<file path="src/rtl/prog_loader_pkg.sv">
// Shared definitions for the program loader and the instruction memory it feeds.
// Holds the loader state encoding, memory geometry and byte-lane positions.
package prog_loader_pkg;

    localparam int INST_W  = 25;
    localparam int IMEM_AW = 8;

    typedef enum logic [3:0] {
        S_IDLE  = 4'd0,
        S_ADDR  = 4'd1,
        S_CNT   = 4'd2,
        S_B0    = 4'd3,
        S_B1    = 4'd4,
        S_B2    = 4'd5,
        S_B3    = 4'd6,
        S_WRITE = 4'd7,
        S_CSUM  = 4'd8
    } state_t;

    typedef enum logic [1:0] {
        POS_B0 = 2'd0,
        POS_B1 = 2'd1,
        POS_B2 = 2'd2,
        POS_B3 = 2'd3
    } byte_pos_t;

    // A count byte of zero encodes a full 256-word frame.
    function automatic logic [8:0] word_count(input logic [7:0] n);
        return (n == 8'd0) ? 9'd256 : {1'b0, n};
    endfunction

endpackage

</file>
<file path="src/rtl/prog_loader_word_asm.sv">
// Assembles one 25-bit instruction word from four little-endian bytes.
// The word is presented combinationally while the final byte is on the bus.
module prog_loader_word_asm
    import prog_loader_pkg::*;
(
    input  logic              clk,
    input  logic              Reset,
    input  logic              load,
    input  byte_pos_t         pos,
    input  logic [7:0]        data,
    output logic [INST_W-1:0] word,
    output logic              b3_bad
);

    logic [23:0] low;

    // NOTE: sequential state uses non-blocking assignments so every register
    // samples the pre-edge values of its neighbours.
    always_ff @(posedge clk or negedge Reset) begin
        if (!Reset) begin
            low <= '0;
        end else if (load && pos != POS_B3) begin
            low <= {data, low[23:8]};
        end
    end

    // Only bit 0 of the last byte carries instruction data.
    assign word   = {data[0], low};
    assign b3_bad = |data[7:1];

endmodule

</file>
<file path="src/rtl/prog_loader.sv">
// Framed byte-stream loader that writes instruction memory and holds the core
// stalled while a program is being transferred.
module prog_loader
    import prog_loader_pkg::*;
#(
    parameter logic [7:0] SYNC_BYTE     = 8'hA5,
    parameter bit         HOLD_AT_RESET = 1'b1
) (
    input  logic               clk,
    input  logic               Reset,
    input  logic [7:0]         rx_data,
    input  logic               rx_valid,
    output logic               rx_ready,
    output logic               imem_we,
    output logic [IMEM_AW-1:0] imem_addr,
    output logic [INST_W-1:0]  imem_wdata,
    output logic               cpu_hold,
    output logic               busy,
    output logic               load_done,
    output logic               load_err
);

    state_t            state;
    logic [8:0]        words_left;
    logic [7:0]        csum;
    logic              take;
    logic              asm_load;
    byte_pos_t         asm_pos;
    logic [INST_W-1:0] asm_word;
    logic              b3_bad;

    assign take     = rx_valid && rx_ready;
    assign asm_load = take && (state inside {S_B0, S_B1, S_B2, S_B3});

    // NOTE: every combinational output gets a default first so no latch is inferred.
    always_comb begin
        asm_pos = POS_B0;
        case (state)
            S_B1:    asm_pos = POS_B1;
            S_B2:    asm_pos = POS_B2;
            S_B3:    asm_pos = POS_B3;
            default: asm_pos = POS_B0;
        endcase
    end

    prog_loader_word_asm u_word_asm (
        .clk    (clk),
        .Reset  (Reset),
        .load   (asm_load),
        .pos    (asm_pos),
        .data   (rx_data),
        .word   (asm_word),
        .b3_bad (b3_bad)
    );

    always_ff @(posedge clk or negedge Reset) begin
        if (!Reset) begin
            state      <= S_IDLE;
            words_left <= '0;
            csum       <= '0;
            rx_ready   <= 1'b0;
            imem_we    <= 1'b0;
            imem_addr  <= '0;
            imem_wdata <= '0;
            cpu_hold   <= HOLD_AT_RESET;
            busy       <= 1'b0;
            load_done  <= 1'b0;
            load_err   <= 1'b0;
        end else begin
            // Strobes default low and the link defaults open; states override.
            rx_ready  <= 1'b1;
            imem_we   <= 1'b0;
            load_done <= 1'b0;

            case (state)
                S_IDLE: begin
                    if (take && rx_data == SYNC_BYTE) begin
                        state    <= S_ADDR;
                        load_err <= 1'b0;
                        busy     <= 1'b1;
                        cpu_hold <= 1'b1;
                        csum     <= '0;
                    end
                end
                S_ADDR: begin
                    if (take) begin
                        imem_addr <= rx_data;
                        csum      <= csum + rx_data;
                        state     <= S_CNT;
                    end
                end
                S_CNT: begin
                    if (take) begin
                        words_left <= word_count(rx_data);
                        csum       <= csum + rx_data;
                        state      <= S_B0;
                    end
                end
                S_B0, S_B1, S_B2: begin
                    if (take) begin
                        csum  <= csum + rx_data;
                        state <= (state == S_B0) ? S_B1 :
                                 (state == S_B1) ? S_B2 : S_B3;
                    end
                end
                S_B3: begin
                    if (take) begin
                        csum <= csum + rx_data;
                        if (b3_bad) begin
                            load_err <= 1'b1;
                            busy     <= 1'b0;
                            state    <= S_IDLE;
                        end else begin
                            imem_we    <= 1'b1;
                            imem_wdata <= asm_word;
                            rx_ready   <= 1'b0;
                            state      <= S_WRITE;
                        end
                    end
                end
                S_WRITE: begin
                    imem_addr  <= imem_addr + 8'd1;
                    words_left <= words_left - 9'd1;
                    state      <= (words_left == 9'd1) ? S_CSUM : S_B0;
                end
                S_CSUM: begin
                    if (take) begin
                        if (rx_data == csum) begin
                            load_done <= 1'b1;
                            cpu_hold  <= 1'b0;
                        end else begin
                            load_err <= 1'b1;
                        end
                        busy  <= 1'b0;
                        state <= S_IDLE;
                    end
                end
                default: state <= S_IDLE;
            endcase
        end
    end

endmodule

</file>
<file path="config.mk">
export PLATFORM = sky130hd
export DESIGN_NAME = prog_loader
export DESIGN_NICKNAME = d
export VERILOG_FILES = /design/src/rtl/prog_loader_pkg.sv /design/src/rtl/prog_loader_word_asm.sv /design/src/rtl/prog_loader.sv
export SDC_FILE = /design/constraint.sdc
export NUM_CORES = 1
export LEC_CHECK = 0
export CAP_MARGIN = 30
export CORE_ASPECT_RATIO = 1.25
export CORE_UTILIZATION = 25
export DETAILED_ROUTE_END_ITERATION = 7
export GPL_ROUTABILITY_DRIVEN = 0
export PLACE_DENSITY = 0.5
export SYNTH_ARGS = -nofsm -noshare
export SYNTH_HDL_FRONTEND = slang
export SYNTH_SLANG_ARGS = --single-unit
</file>
<file path="constraint.sdc">
create_clock -name clk -period 1.7 [get_ports clk]
set_clock_uncertainty 0.05 [all_clocks]
set_input_delay 0.34 -clock clk [delete_from_list [all_inputs] [get_ports clk]]
set_output_delay 0.34 -clock clk [all_outputs]
set_load 0.05 [all_outputs]
</file>
==> results.py, run 1 <==
metrics = {
    "floorplanning": {
        "initial_core_util_pct": 25.86,
        "die-area_um2": 16820,
        "ios": 50,
        "rows": 51,
        "die_h_um": 144.8,
        "die-width_um": 116.2,
        "core_area_um2": 15760,
    },
    "sta": {
        "finalSetupViolCount": 34,
        "relSlewSlack_pct": 68.95,
        "fmax_ghz": 0.5414,
        "tightest_slew_ns": 0.4658,
        "layout_worst_path_cycle_share_pct": 108.6,
        "period_needed_ns": 1.847,
        "slew_viol_final": 0,
        "layout_setup_ws_ns": -0.1469,
        "grt_setup_unrepaired": "true",
        "tns_ns": -1.457,
        "hold_viol": 0,
        "holdWs_ns": 0.4049,
    },
    "grt": {
        "gr-usage-met3_pct": 2.374,
        "gr-total-overflow": 0,
        "grt_pass1_wl_mm": 18.15,
        "globalRouteMet2Util_pct": 25.75,
        "grt_pass1_vias": 3582,
        "grt_max_degree": 37,
        "use_met1_pct": 16.09,
        "grt_busiest_layer": "met2",
        "grtUsageTotal_pct": 13.98,
        "antenna_found_initial": 0,
    },
    "synthesis": {
        "synth_edf_count": 0,
        "syn-instance-count": 403,
        "synth_top_area_cell": "dfrtp_1",
        "synth_ff_type": "dfrtp_1",
        "ys.warnings.count": 0,
        "syn_area_per_cell_um2": 10.12,
        "ys_top_cells_by_count": "92 x nand2_1, 83 x dfrtp_1, 28 x mux2_2",
        "ys_seq_area_share_pct": 51.60,
        "yosys_register_bits": 84,
        "yosysUniqueCellTypes": 56,
        "synthDominantCellAreaShare_pct": 50.95,
        "async_reset_ff_share_pct": 100.0,
        "synth_area_um2": 4076,
        "synth.most_common_cell": "nand2_1",
        "netlist_top_cells_area": "dfrtp_1 51%, nand2_1 8.5%, mux2_2 7.7%",
        "syn-num-nets": 425,
    },
    "outcome": {
        "violations": "setup timing",
        "outcome": "finished with violations",
    },
    "cts": {
        "cts.htree.levels": 3,
        "cts.clk_slew.worst_paths_ns": 0.06,
        "cts_tree": "yes",
        "clkLatencyLatePin_ns": 0.33,
        "clockBufferDepth": 2,
        "numCtsBuffers": 9,
        "root_buffer": "clkbuf_16",
        "clock-sinks": 84,
    },
    "cells_and_area": {
        "nets": 572,
        "area_growth_pct": 60.25,
        "drive_gt1_share_pct": 46.31,
    },
    "route": {
        "drt-wirelength-per-cell_um": 14.98,
        "vias": 3585,
        "wirelength_mm": 11.51,
        "drc_errors": 0,
        "ant_nets": 0,
        "drt_iter0_drc": 212,
        "vias_per_cell": 4.668,
        "first_pass_iters": 4,
    },
    "placement": {
        "dp_hpwl_mm": 8.072,
        "port_buffers": 49,
        "dp_slack_ns": -0.7016,
    },
    "power_and_ir_drop": {
        "total_power_uw": 10750,
        "powerDensity_nw_per_um2": 1646,
        "ir_drop_mv": 0.5283,
        "leakage_uw": 0.003045,
    },
    "worst_setup_path": {
        "cp_max_fo": 3,
        "startpoint_type": "flip-flop",
        "worstPathRequired_ns": 1.87,
        "crit_type": "flip-flop to flip-flop",
        "endpoint_kind": "flip-flop",
        "arrival_ns": 2.02,
    },
    "flow_run": {
        "maxCapViolations": 0,
    },
    "min_path": {
        "hold_class": "primary input to flip-flop",
    },
}
## placed cells by master, fill, tap and decap left out, drive strengths merged, types with 2 or more instances in the layout
cell / count
dfrtp: 83
o211a: 2
mux2: 28
clkinv: 3
o22ai: 3
buf: 141
nor3: 7
a311oi: 3
inv: 11
ha: 10
o21ai: 19
nand4: 2
a211oi: 3
nor4: 6
dlygate4sd2: 7
nand4b: 2
a2111oi: 2
a211o: 2
o221a: 3
and4: 3
a22o: 6
xnor2: 5
nand2: 93
mux2i: 2
a21oi: 23
and2: 4
or4: 3
o21a: 2
nand3: 10
nor2: 25
clkbuf: 13
or3: 2
a31oi: 2
nand2b: 4
a21o: 2
o21bai: 3
## final timing paths
check,end,depth (start not counted),slack (ns),startpoint
max in group asynchronous,cpu_hold,3,0.57,Reset
min in group asynchronous,imem_wdata[23],2,0.45,Reset
worst min register to register,imem_wdata[9],2,0.40,imem_wdata[9]
worst min-delay path,u_word_asm.low[17],3,0.40,rx_data[1]
worst max-delay path,csum[6],7,-0.15,csum[0]
worst max register to register,csum[6],7,-0.15,csum[0]
## through the flow
| stage | cell area [um^2] | cells | utilization (%) |
|---|---|---|---|
| global placement | 5630 | 734 | 35.72 |
| floorplan | 4207 | 403 | - |
| finish | 6533 | 768 | 41.45 |
| CTS | 6233 | 761 | 39.55 |
| global route | 6530 | 767 | 41.43 |
| detailed placement | 5630 | 734 | 35.72 |
## sequential cells by signal, summed over array words and instances, names as in the netlist, 4 cells and up
signal and count:
csum 8, state 4, u_word_asm.low 24, imem_addr 8
imem_wdata 25, words_left 9
## layer usage
metal | wire length (um) | share of wire (%) | up-vias
met1 | 4904 | 43 | 1774
met5 | 0 | 0 | -
met2 | 6065 | 53 | 69
li1 | - | - | 1726
met3 | 351 | 3.1 | 16
met4 | 185 | 1.6 | 0
## report_power, final
part           internal [uW]  switching (uW)
combinational           3120            2420
sequential              2650             569
clock                   1150             836
total                   6920            3830
## critical path, stage by stage, from the launching register on
cell	delay [ns]
dfrtp_1	0.40
ha_4	0.17
fa_2	0.35
a211oi_2	0.23
o21bai_1	0.10
a21oi_1	0.16
xnor2_1	0.09
a22o_1	0.18
## layout make-up
| type | count | area (um^2) |
|---|---|---|
| fill | 1495 | 9229 |
| multi-input combinational | 293 | 2305 |
| sequential | 84 | 2110 |
| timing repair buffer | 153 | 1513 |
| tap | 212 | 265.3 |
| clock buffer | 10 | 229.0 |
| clock inverter | 6 | 70.07 |
| inverter | 9 | 38.79 |
| antenna | 1 | 2.502 |
## what timing repair did
item | in CTS | in global routing
hold buffers | 1 | 0
endpoints found under the setup margin | 78 | 66
resized for setup | 53 | 62
buffers inserted | 8 | 5
cloned | 2 | 2
hold endpoints to repair | 31 | 0
pin swaps | 21 | 20
## cells by family (layout without fill, tap and decap cells)
logic type               after synthesis  after routing  synth area share (%)
buffers and inverters                 26            178                 2.793
multiplexers                          30             30                 8.226
AND/OR/NAND/NOR                      165            165                 18.88
adder cells (fa/ha/maj)               11             11                 3.560
AO/OA/AOI/OAI                         81             81                 13.66
flip-flops                            84             84                 51.60
other                                  0              1                     0
XOR/XNOR                               6              6                 1.289
Note: power is estimated with default switching activity, not from simulation.
==> run 2: changes to the inputs <==
--- a/config.mk
+++ b/config.mk
@@ -9,7 +9,6 @@
 export CORE_ASPECT_RATIO = 1.25
 export CORE_UTILIZATION = 25
 export DETAILED_ROUTE_END_ITERATION = 7
-export GPL_ROUTABILITY_DRIVEN = 0
 export PLACE_DENSITY = 0.5
 export SYNTH_ARGS = -nofsm -noshare
 export SYNTH_HDL_FRONTEND = slang
==> results of run 2 <==
The final DEF is identical to that of run 1; final timing and power are the same.
